===== src/rtl/dcache_wt.sv =====
// Direct-mapped write-through data cache, one 32-bit word per line.
// Ports: cpu_* from MEM stage, mem_* req/ack memory port, hit/miss counters.
module dcache_wt #(
  parameter int IDX_W = 4,
  parameter int CNT_W = 16
) (
  input  logic             clock,
  input  logic             reset,
  input  logic             cpu_rd,
  input  logic             cpu_wr,
  input  logic [31:0]      cpu_addr,
  input  logic [31:0]      cpu_wdata,
  output logic [31:0]      cpu_rdata,
  output logic             cpu_stall,
  output logic             mem_req,
  output logic             mem_we,
  output logic [31:0]      mem_addr,
  output logic [31:0]      mem_wdata,
  input  logic [31:0]      mem_rdata,
  input  logic             mem_ack,
  output logic [CNT_W-1:0] hit_cnt,
  output logic [CNT_W-1:0] miss_cnt
);

  localparam int LINES = 1 << IDX_W;
  localparam int TAG_W = 30 - IDX_W;
  localparam logic [CNT_W-1:0] ONE = 1;

  typedef enum logic [1:0] {
    S_IDLE,
    S_RD_MISS,
    S_WR_THRU
  } state_t;

  state_t r_state;
  state_t w_next;

  logic [LINES-1:0] r_valid;
  logic [TAG_W-1:0] r_tag  [LINES];
  logic [31:0]      r_data [LINES];
  logic             r_done;
  logic             r_replay;

  logic [IDX_W-1:0] w_idx;
  logic [TAG_W-1:0] w_tag;
  logic             w_hit;
  logic             w_idle;
  logic             w_wr_go;
  logic             w_rd_hit;
  logic             w_rd_miss;
  logic             w_fill;
  logic             w_unused;

  assign w_idx    = cpu_addr[IDX_W+1:2];
  assign w_tag    = cpu_addr[31:IDX_W+2];
  assign w_unused = ^cpu_addr[1:0];
  assign w_hit    = r_valid[w_idx] && (r_tag[w_idx] == w_tag);
  assign w_idle   = (r_state == S_IDLE);

  // r_done masks the still-held store right after its ack
  assign w_wr_go   = cpu_wr & ~r_done;
  assign w_rd_hit  = cpu_rd & ~cpu_wr & w_hit;
  assign w_rd_miss = cpu_rd & ~cpu_wr & ~w_hit;

  // state is forced to IDLE by reset, so an aborted miss never fills
  assign w_fill = ~w_idle & mem_ack;

  assign cpu_stall = ~w_idle | w_wr_go | w_rd_miss;
  assign cpu_rdata = (w_idle && cpu_rd && w_hit) ? r_data[w_idx] : 32'h0;

  always_comb begin
    w_next = r_state;
    unique case (r_state)
      S_IDLE: begin
        if (w_wr_go)        w_next = S_WR_THRU;
        else if (w_rd_miss) w_next = S_RD_MISS;
      end
      S_RD_MISS: if (mem_ack) w_next = S_IDLE;
      S_WR_THRU: if (mem_ack) w_next = S_IDLE;
      default:   w_next = S_IDLE;
    endcase
  end

  always_ff @(posedge clock or negedge reset) begin
    if (!reset) begin
      r_state   <= S_IDLE;
      r_valid   <= '0;
      r_done    <= 1'b0;
      r_replay  <= 1'b0;
      mem_req   <= 1'b0;
      mem_we    <= 1'b0;
      mem_addr  <= 32'h0;
      mem_wdata <= 32'h0;
      hit_cnt   <= '0;
      miss_cnt  <= '0;
    end else begin
      r_state  <= w_next;
      r_done   <= (r_state == S_WR_THRU) & mem_ack;
      r_replay <= (r_state == S_RD_MISS) & mem_ack;
      if (w_idle && w_wr_go) begin
        mem_req   <= 1'b1;
        mem_we    <= 1'b1;
        mem_addr  <= {cpu_addr[31:2], 2'b00};
        mem_wdata <= cpu_wdata;
      end else if (w_idle && w_rd_miss) begin
        mem_req  <= 1'b1;
        mem_we   <= 1'b0;
        mem_addr <= {cpu_addr[31:2], 2'b00};
      end else if (w_fill) begin
        mem_req <= 1'b0;
        mem_we  <= 1'b0;
      end
      if (w_fill) r_valid[w_idx] <= 1'b1;
      // the replayed access after a fill is not a new hit
      if (w_idle && w_rd_hit && !r_replay && hit_cnt != '1)
        hit_cnt <= hit_cnt + ONE;
      if (w_idle && w_rd_miss && miss_cnt != '1)
        miss_cnt <= miss_cnt + ONE;
    end
  end

  always_ff @(posedge clock) begin
    if (w_fill) begin
      r_tag[w_idx]  <= w_tag;
      r_data[w_idx] <= (r_state == S_WR_THRU) ? cpu_wdata : mem_rdata;
    end
  end

endmodule


===== config.mk =====
export PLATFORM = sky130hd
export DESIGN_NAME = dcache_wt
export DESIGN_NICKNAME = d
export VERILOG_FILES = /design/src/rtl/dcache_wt.sv
export SDC_FILE = /design/constraint.sdc
export NUM_CORES = 1
export LEC_CHECK = 0
export CAP_MARGIN = 30
export CORE_ASPECT_RATIO = 1.2
export CORE_MARGIN = 2
export CORE_UTILIZATION = 35
export DETAILED_ROUTE_END_ITERATION = 6
export PLACE_DENSITY = 0.59
export SLEW_MARGIN = 40
export SYNTH_ARGS = -nofsm -noshare
export SYNTH_HDL_FRONTEND = slang
export SYNTH_SLANG_ARGS = --single-unit
export TNS_END_PERCENT = 1

===== constraint.sdc =====
create_clock -name clock -period 6.4 [get_ports clock]
set_clock_uncertainty 0.2 [all_clocks]
set_input_delay 0.64 -clock clock [delete_from_list [all_inputs] [get_ports clock]]
set_output_delay 0.64 -clock clock [all_outputs]
set_load 0.01 [all_outputs]

==> flow_summary.html, run 1 <==
<table>
<tr><th>Metric</th><th>Value</th></tr>
<tr><th colspan="2">Run status</th></tr>
<tr><td>Outcome</td><td>finished clean</td></tr>
<tr><th colspan="2">Detailed routing</th></tr>
<tr><td>Routed length per placed instance</td><td>25.7 µm</td></tr>
<tr><td>Iteration count of the initial detailed-routing pass</td><td>5</td></tr>
<tr><td>Post-route ant nets</td><td>0</td></tr>
<tr><td>Routed via count divided by cell count</td><td>around 5.2</td></tr>
<tr><td>Final routed wirelength across all metal layers</td><td>about 99000 µm</td></tr>
<tr><td>Vias post-DR</td><td>between 20000 and 25000</td></tr>
<tr><td>Violation count after the first detailed-route iteration</td><td>around 1500</td></tr>
<tr><td>Number of design rule violations left after detail routing</td><td>0</td></tr>
<tr><th colspan="2">Logic synthesis</th></tr>
<tr><td>Synthesis warning total</td><td>0</td></tr>
<tr><td>Synthesized instance count</td><td>roughly 1900</td></tr>
<tr><td>Share of the synthesized area in the top cell type</td><td>between 60% and 70%</td></tr>
<tr><td>EDFF count, synth</td><td>around 930</td></tr>
<tr><td>Cell accounting for the most synthesized area</td><td>edfxtp_1</td></tr>
<tr><td>Average footprint of a synthesized cell</td><td>~21 µm²</td></tr>
<tr><td>Dominant synthesized flop cell</td><td>edfxtp_1</td></tr>
<tr><td>Share of flip-flops with an asynchronous set or reset after synthesis</td><td>approximately 11%</td></tr>
<tr><td>Cell area after synthesis</td><td>41200 µm²</td></tr>
<tr><td>Synth Register Bits</td><td>1044</td></tr>
<tr><td>Number of distinct standard cells referenced by the synthesized netlist</td><td>63</td></tr>
<tr><td>Cell types occupying the most area after synthesis</td><td>edfxtp_1 (68%), mux4_2 (14%), dfrtp_1 (7.0%)</td></tr>
<tr><td>Part of the Yosys area used for sequential elements</td><td>roughly three quarters</td></tr>
<tr><th colspan="2">Clocking</th></tr>
<tr><td>CTS tree</td><td>yes</td></tr>
<tr><td>Clock latency on the worst-skew pair</td><td>0.70 ns</td></tr>
<tr><td>Deepest clock path buffer count</td><td>3</td></tr>
<tr><td>TritonCTS Buffers</td><td>roughly 100</td></tr>
<tr><td>Setup Buffers After CTS</td><td>0</td></tr>
<tr><td>Clock Tree Root</td><td>clkbuf_16</td></tr>
<tr><td>Cts-stage hold buffer count</td><td>1</td></tr>
<tr><td>Post-cts sizing count</td><td>0</td></tr>
<tr><td>CTS Sinks</td><td>1044</td></tr>
<tr><td>Clock slew at reported path FFs</td><td>around 0.060 ns</td></tr>
<tr><td># H-tree levels</td><td>3</td></tr>
<tr><th colspan="2">Global routing</th></tr>
<tr><td>Number of global-route vias before repair</td><td>about 21000</td></tr>
<tr><td>Wire length of the first global-routing pass</td><td>144000 µm</td></tr>
<tr><td>Overflow left after global routing</td><td>0</td></tr>
<tr><td>GRT Util Overall</td><td>16.3%</td></tr>
<tr><td>Pin count of the biggest net entering global routing</td><td>between 70 and 80</td></tr>
<tr><td>Number of antenna violations at the first check in global routing</td><td>6</td></tr>
<tr><th colspan="2">Timing</th></tr>
<tr><td>Relative slew slack</td><td>45.3%</td></tr>
<tr><td>Transition at the pin with the smallest max-transition slack</td><td>0.820 ns</td></tr>
<tr><td>Final cycle utilization of the critical path</td><td>approximately nine tenths</td></tr>
<tr><td>Final hold slack</td><td>about 0.22 ns</td></tr>
<tr><td>Post-route minimum period</td><td>~5.8 ns</td></tr>
<tr><td>Final hold violations</td><td>0</td></tr>
<tr><td>Setup repair after global routing missed its margin</td><td>no</td></tr>
<tr><td>FMAX</td><td>about 0.17 GHz</td></tr>
<tr><td># setup viols final</td><td>0</td></tr>
<tr><td>Count of pins over their slew limit</td><td>0</td></tr>
<tr><th colspan="2">Power and ir drop</th></tr>
<tr><td>Relative contribution of combinational cells to total power</td><td>14.9%</td></tr>
<tr><td>Ratio of total power to cell area</td><td>~340 nW/µm²</td></tr>
<tr><td>Proportion of total power due to net switching</td><td>between 20% and 30%</td></tr>
<tr><td>Sequential cell fraction of total power</td><td>between 40% and 50%</td></tr>
<tr><td>Switching power of the nets</td><td>just over 4 mW</td></tr>
<tr><td>Maximum vdd ir drop</td><td>between 200 and 300 µV</td></tr>
<tr><td>Leakage power total</td><td>around 16 nW</td></tr>
<tr><td>Clock network fraction of total power</td><td>a little over a third</td></tr>
<tr><td>Internal power component</td><td>12.7 mW</td></tr>
<tr><th colspan="2">Worst setup path</th></tr>
<tr><td>Crit end category</td><td>output pin</td></tr>
<tr><td>Worst endpoint required time</td><td>around 5.6 ns</td></tr>
<tr><td>Slowest library cell on the worst path</td><td>clkdlybuf4s50_1</td></tr>
<tr><td>Critical path peak fanout</td><td>between 60 and 70</td></tr>
<tr><td>Critical path class</td><td>in -&gt; out</td></tr>
<tr><td>Buf/Inv on CP</td><td>4</td></tr>
<tr><td>CP Cell Sequence</td><td>buf_4 &gt; buf_12 &gt; mux4_2 &gt; mux2i_1 &gt; xor2_1 &gt; o211ai_1 &gt; a2bb2oi_1 &gt; or3_1 &gt; nor4_1 &gt; nand4_1 &gt; buf_4 &gt; nor2b_1 &gt; clkdlybuf4s50_1</td></tr>
<tr><td>Internal reg-to-reg setup slack</td><td>around 1.9 ns</td></tr>
<tr><td>Worst setup SP type</td><td>input port</td></tr>
<tr><td>Kind of cell adding the most delay to the critical path</td><td>buffers and inverters</td></tr>
<tr><td>Critical path data arrival time</td><td>between 4 and 5 ns</td></tr>
<tr><td>Maximum cell stage delay along the critical path</td><td>0.56 ns</td></tr>
<tr><td>Most Frequent Cell on Critical Path</td><td>buf_4</td></tr>
<tr><th colspan="2">Die</th></tr>
<tr><td>Site row count</td><td>roughly 140</td></tr>
<tr><td>Starting Density</td><td>35.4%</td></tr>
<tr><td>Die Outline Area</td><td>around 120000 µm²</td></tr>
<tr><td>Top-level I/O count</td><td>around 230</td></tr>
<tr><td>Vertical extent of the die</td><td>approximately 380 µm</td></tr>
<tr><td>Total core area</td><td>117000 µm²</td></tr>
<tr><td>Horizontal extent of the die</td><td>between 300 and 400 µm</td></tr>
<tr><th colspan="2">Place</th></tr>
<tr><td>Final weighted congestion in routability-driven placement</td><td>0.781</td></tr>
<tr><td>Placed standard-cell area</td><td>46000 µm²</td></tr>
<tr><td>Detailed placer's ending HPWL</td><td>57100 µm</td></tr>
<tr><td>Number of buffer cells added on primary ports</td><td>between 200 and 250</td></tr>
<tr><td>Cell count after placement</td><td>~3700</td></tr>
<tr><th colspan="2">Job</th></tr>
<tr><td>Number of max-capacitance violations reported</td><td>0</td></tr>
<tr><th colspan="2">Finish</th></tr>
<tr><td>Share of cells above drive strength 1</td><td>about a quarter</td></tr>
<tr><td>Layout area overhead</td><td>19.6%</td></tr>
<tr><td>Number of nets in the layout</td><td>between 2000 and 2500</td></tr>
<tr><td>Most common library cell in the layout ignoring fill and taps</td><td>edfxtp_1</td></tr>
<tr><td>Post-route cell area</td><td>~49000 µm²</td></tr>
<tr><td>Most used cells in the layout excluding fill and tap cells</td><td>edfxtp_1 (928), mux4_2 (256), clkdlybuf4s50_1 (220), dfrtp_1 (116), clkbuf_16 (101)</td></tr>
<tr><td>Final cell count without fillers</td><td>between 3000 and 4000</td></tr>
<tr><td>End-of-flow core utilization</td><td>a little over two fifths</td></tr>
<tr><th colspan="2">Hold path</th></tr>
<tr><td>Classification of the worst-slack hold path</td><td>in -&gt; reg</td></tr>
</table>
## registers in the layout, indices dropped and copies added, names as in the netlist, 2 cells and up
| signal | count |
|---|---|
| miss_cnt | 16 |
| r_data | 512 |
| r_state | 2 |
| r_valid | 16 |
| hit_cnt | 16 |
| mem_wdata | 32 |
| r_tag | 416 |
| mem_addr | 30 |
## cell families (layout without fill, tap and decap cells)
| family | count (synthesis) | count (layout) | share of synthesized area (%) |
|---|---|---|---|
| buf+inv | 112 | 509 | 1.24 |
| compound gates | 71 | 71 | 1.26 |
| other cells | 1 | 4 | 0.00909 |
| mux | 421 | 421 | 18.5 |
| fa+ha+maj | 5 | 5 | 0.152 |
| simple gates | 206 | 206 | 2.79 |
| flops | 1044 | 1044 | 74.6 |
| xor+xnor | 65 | 65 | 1.38 |
## metrics by stage
step	total power, mW	setup TNS (ns)	worst slack (ns)
final	16.8	0	0.605
after global routing	17.5	0	0.356
after CTS	17.0	0	0.519
after detailed placement	11.1	0	0.526
after global placement	11.0	0	0.171
after floorplan	9.85	-147.83	-0.954
## Yosys cell counts, types with 4 or more instances
library cell / n
dfrtp_1: 116
o22ai_1: 5
buf_1: 18
ha_1: 5
a21oi_1: 13
inv_1: 17
mux2_2: 68
xnor2_1: 39
xor2_1: 26
nor2b_1: 37
nand2b_1: 4
and2_1: 8
clkbuf_1: 40
edfxtp_1: 928
buf_2: 24
mux2i_1: 68
nand4_1: 15
mux2_4: 29
a221oi_1: 7
nand2_1: 30
or2_2: 16
nor2_1: 26
and3_1: 22
nor3_1: 14
nand3_1: 12
o21ai_0: 7
nor4_1: 6
nor4b_1: 5
a22oi_1: 12
buf_6: 4
mux4_2: 256
buf_4: 8
## power by group through the flow
stage,Sequential [mW],Combinational [mW],Clock [mW]
2_1_floorplan,8.57,1.29,0
3_3_place_gp,8.48,2.47,0
3_5_place_dp,8.51,2.55,0
4_1_cts,8.37,2.56,6.10
5_1_grt,8.41,2.71,6.34
6_report,8.37,2.51,5.94
## worst register-to-register path, stage by stage, from the launching register on
cell	delay (ns)
edfxtp_1	0.37
mux4_2	0.51
a221oi_1	0.31
o21ai_0	0.23
nor3_1	0.31
a21oi_1	0.16
or4_1	0.60
nor3_4	0.33
buf_4	0.42
o21ai_4	0.14
buf_4	0.36
mux2_4	0.47
## final timing paths
| kind | from | end | depth (start not counted) |
|---|---|---|---|
| min | cpu_addr[13] | r_tag[12][7]$_DFFE_PP_ | 1 |
| min in group asynchronous | reset | mem_addr[24]$_DFFE_PN0P_ | 2 |
| max in group asynchronous | reset | mem_wdata[12]$_DFFE_PN0P_ | 3 |
| max | cpu_addr[4] | cpu_rdata[1] | 13 |
| min reg2reg | r_valid[1]$_DFFE_PN0P_ | r_valid[1]$_DFFE_PN0P_ | 1 |
| max reg2reg | r_tag[10][23]$_DFFE_PP_ | mem_addr[11]$_DFFE_PN0P_ | 11 |
## routing by layer
layer | track usage, % | vias up | share of wire [%] | routed length (µm)
met5 | 0 | - | 0.010 | 10
met4 | 3.60 | 2 | 1.6 | 1570
met3 | 3.01 | 101 | 6.2 | 6160
met2 | 27.4 | 648 | 50 | 49700
met1 | 22.1 | 10900 | 42 | 41700
li1 | - | 8560 | - | -
## area by class of cell
cell class	count	area, µm²
clock buffers	130	2680
diodes	2	5.00
multi-input cells	770	10100
flip-flops and latches	1044	30800
fillers	10000	67200
repair buffers	304	3170
well taps	1529	1910
inverters	18	68.8
clock inverters	57	618
Note: power is estimated with default switching activity, not from simulation.
==> run 2: changes to the inputs <==
--- a/config.mk
+++ b/config.mk
@@ -11,6 +11,7 @@
 export CORE_UTILIZATION = 35
 export DETAILED_ROUTE_END_ITERATION = 6
 export PLACE_DENSITY = 0.59
+export SETUP_SLACK_MARGIN = 0.4
 export SLEW_MARGIN = 40
 export SYNTH_ARGS = -nofsm -noshare
 export SYNTH_HDL_FRONTEND = slang
==> flow_summary.html, run 2 (synthesis gave the netlist of run 1 again) <==
<table>
<tr><th>Metric</th><th>Value</th></tr>
<tr><th colspan="2">Run status</th></tr>
<tr><td>Outcome</td><td>finished clean</td></tr>
<tr><th colspan="2">Finish</th></tr>
<tr><td>End-of-flow core utilization</td><td>42.3% (about the same)</td></tr>
<tr><td>Share of cells above drive strength 1</td><td>26.7% (+0.063 points)</td></tr>
<tr><td>Register with the most flip-flops</td><td>r_data</td></tr>
<tr><td>Biggest regs</td><td>r_data: 512 flops, r_tag: 416 flops, mem_wdata: 32 flops</td></tr>
<tr><td>Number of nets in the layout</td><td>2347 (+0.085%)</td></tr>
<tr><td>Most used cells in the layout excluding fill and tap cells</td><td>edfxtp_1 (928), mux4_2 (256), clkdlybuf4s50_1 (220), dfrtp_1 (116), clkbuf_16 (101)</td></tr>
<tr><td>Layout area overhead</td><td>19.7% (about the same)</td></tr>
<tr><td>Most common library cell in the layout ignoring fill and taps</td><td>edfxtp_1</td></tr>
<tr><td>Number of flip-flops under the largest register name</td><td>512 (unchanged)</td></tr>
<tr><th colspan="2">Worst setup path</th></tr>
<tr><td>Crit end category</td><td>output pin</td></tr>
<tr><td>Worst setup SP type</td><td>input port</td></tr>
<tr><td>Critical path class</td><td>in -&gt; out</td></tr>
<tr><td>Critical path peak fanout</td><td>62 (unchanged)</td></tr>
<tr><td>Critical path data arrival time</td><td>4.75 ns (-0.20 ns)</td></tr>
<tr><td>Worst endpoint required time</td><td>5.56 ns (about the same)</td></tr>
<tr><th colspan="2">Place</th></tr>
<tr><td>Detailed placer's ending HPWL</td><td>57100 µm (unchanged)</td></tr>
<tr><td>Number of buffer cells added on primary ports</td><td>227 (unchanged)</td></tr>
<tr><td>Final weighted congestion in routability-driven placement</td><td>0.781 (unchanged)</td></tr>
<tr><td>Minimum setup slack after placement</td><td>0.526 ns (unchanged)</td></tr>
<tr><th colspan="2">Clocking</th></tr>
<tr><td>Clock latency on the worst-skew pair</td><td>0.70 ns (about the same)</td></tr>
<tr><td># H-tree levels</td><td>3 (unchanged)</td></tr>
<tr><td>CTS Sinks</td><td>1044 (unchanged)</td></tr>
<tr><td>TritonCTS Buffers</td><td>101 (unchanged)</td></tr>
<tr><td>Clock slew at reported path FFs</td><td>0.06 ns (about the same)</td></tr>
<tr><td>CTS tree</td><td>yes</td></tr>
<tr><td>Clock Tree Root</td><td>clkbuf_16</td></tr>
<tr><td>Deepest clock path buffer count</td><td>3 (unchanged)</td></tr>
<tr><th colspan="2">Power and ir drop</th></tr>
<tr><td>Leakage power total</td><td>16.3 nW (about the same)</td></tr>
<tr><td>Ratio of total power to cell area</td><td>341 nW/µm² (about the same)</td></tr>
<tr><td>Overall power after layout</td><td>16.8 mW (about the same)</td></tr>
<tr><td>Maximum vdd ir drop</td><td>253 µV (-0.17%)</td></tr>
<tr><th colspan="2">Die</th></tr>
<tr><td>Horizontal extent of the die</td><td>317 µm (unchanged)</td></tr>
<tr><td>Site row count</td><td>137 (unchanged)</td></tr>
<tr><td>Starting Density</td><td>35.4% (unchanged)</td></tr>
<tr><td>Vertical extent of the die</td><td>380 µm (unchanged)</td></tr>
<tr><td>Total core area</td><td>117000 µm² (unchanged)</td></tr>
<tr><td>Die Outline Area</td><td>121000 µm² (unchanged)</td></tr>
<tr><td>Top-level I/O count</td><td>232 (unchanged)</td></tr>
<tr><th colspan="2">Hold path</th></tr>
<tr><td>Classification of the worst-slack hold path</td><td>in -&gt; reg</td></tr>
<tr><th colspan="2">Global routing</th></tr>
<tr><td>GRT Util Overall</td><td>16.3% (unchanged)</td></tr>
<tr><td>Overflow left after global routing</td><td>0 (unchanged)</td></tr>
<tr><td>Wire length of the first global-routing pass</td><td>144000 µm (unchanged)</td></tr>
<tr><td>Number of antenna violations at the first check in global routing</td><td>6 (unchanged)</td></tr>
<tr><td>Number of global-route vias before repair</td><td>21400 (unchanged)</td></tr>
<tr><td>Pin count of the biggest net entering global routing</td><td>75 (unchanged)</td></tr>
<tr><th colspan="2">Timing</th></tr>
<tr><td>Count of pins over their slew limit</td><td>0 (unchanged)</td></tr>
<tr><td>Post-route minimum period</td><td>5.59 ns (-0.207 ns)</td></tr>
<tr><td>Final hold violations</td><td>0 (unchanged)</td></tr>
<tr><td>Accumulated negative setup slack</td><td>0 ns (unchanged)</td></tr>
<tr><td>Final setup margin</td><td>0.813 ns (+0.207 ns)</td></tr>
<tr><td>FMAX</td><td>0.179 GHz (+3.7%)</td></tr>
<tr><td># setup viols final</td><td>0 (unchanged)</td></tr>
<tr><td>Final hold slack</td><td>0.220 ns (-0.00238 ns)</td></tr>
<tr><td>Final cycle utilization of the critical path</td><td>87.3% (-3.2 points)</td></tr>
<tr><td>Relative slew slack</td><td>45.3% (about the same)</td></tr>
<tr><td>Setup repair after global routing missed its margin</td><td>no</td></tr>
<tr><td>Transition at the pin with the smallest max-transition slack</td><td>0.820 ns (+0.000126 ns)</td></tr>
<tr><th colspan="2">Detailed routing</th></tr>
<tr><td>Iteration count of the initial detailed-routing pass</td><td>5 (unchanged)</td></tr>
<tr><td>Vias post-DR</td><td>20200 (+0.28%)</td></tr>
<tr><td>Number of design rule violations left after detail routing</td><td>0 (unchanged)</td></tr>
<tr><td>Violation count after the first detailed-route iteration</td><td>1638 (+6.7%)</td></tr>
<tr><td>Post-route ant nets</td><td>0 (unchanged)</td></tr>
<tr><td>Routed via count divided by cell count</td><td>5.25 (+0.20%)</td></tr>
<tr><td>Final routed wirelength across all metal layers</td><td>99100 µm (about the same)</td></tr>
<tr><td>Routed length per placed instance</td><td>25.7 µm (about the same)</td></tr>
<tr><th colspan="2">Job</th></tr>
<tr><td>Number of max-capacitance violations reported</td><td>0 (unchanged)</td></tr>
</table>
==> run 2: changes by cell type in the layout (fill, tap and decap cells not counted), sizes merged <==
cell and delta:
clkbuf +1, diode +1, buf +1
==> run 2: final timing paths <==
check	from	endpoint	slack, ns	cells after the start
max	cpu_addr[4]	cpu_stall	0.81	12
min	cpu_addr[13]	r_tag[12][7]$_DFFE_PP_	0.22	1
max reg2reg	r_tag[10][23]$_DFFE_PP_	mem_addr[11]$_DFFE_PN0P_	1.88	11
min reg2reg	r_valid[1]$_DFFE_PN0P_	r_valid[1]$_DFFE_PN0P_	0.26	1
max in group asynchronous	reset	mem_wdata[12]$_DFFE_PN0P_	4.63	3
min in group asynchronous	reset	mem_addr[24]$_DFFE_PN0P_	0.26	2
==> run 2: final cells by class <==
cell class,count,area (µm²)
sequential,1044,30800
clock buffer,130,2680
tap,1529,1910
multi-input combinational,770,10100
clock inverter,57,618
antenna,3,7.51
inverter,18,68.8
fill,10000,67200
timing repair buffer,306,3180
==> run 2: timing repair <==
item,4_1_cts,5_1_grt
hold buffers,1,0
gates resized for setup,0,1
endpoints found under the hold margin,59,0
buffers inserted,0,2
setup endpoints to repair,0,9
==> run 2: metal layers <==
| metal | vias to the layer above | track usage, % | part of all wire (%) |
|---|---|---|---|
| met1 | 10900 | 22.1 | 42 |
| li1 | 8567 | - | - |
| met4 | 2 | 3.60 | 1.6 |
| met2 | 626 | 27.4 | 50 |
| met3 | 104 | 3.01 | 5.9 |
| met5 | - | 0 | 0.010 |
==> run 2: critical path, stage by stage <==
cell,delay (ns)
buf_4,0.34
buf_12,0.39
mux2i_1,0.14
a22oi_1,0.30
nand2_1,0.17
a2111oi_1,0.52
a21oi_1,0.24
or4_1,0.60
nor3_4,0.33
nor3b_1,0.11
or2_1,0.35
clkdlybuf4s50_1,0.52
==> run 2: power by group <==
part	internal [mW]	total, mW	switching [mW]
Sequential	8.16	8.37	0.206
Clock	3.38	5.95	2.57
Combinational	1.21	2.51	1.30
Total	12.7	16.8	4.08
==> run 2: metrics by stage <==
step           cell area, µm²  cells
4_1_cts                 49300   3851
5_1_grt                 49300   3854
2_1_floorplan           41200   1926
6_report                49300   3857
3_3_place_gp            45700   3651
3_5_place_dp            46000   3663
==> run 3: changes to the inputs <==
--- a/config.mk
+++ b/config.mk
@@ -10,6 +10,7 @@
 export CORE_MARGIN = 2
 export CORE_UTILIZATION = 35
 export DETAILED_ROUTE_END_ITERATION = 6
+export HOLD_SLACK_MARGIN = 0.02
 export PLACE_DENSITY = 0.59
 export SETUP_SLACK_MARGIN = 0.4
 export SLEW_MARGIN = 40
==> results of run 3 <==
No change in the layout: final DEF, timing and power equal those of run 2.
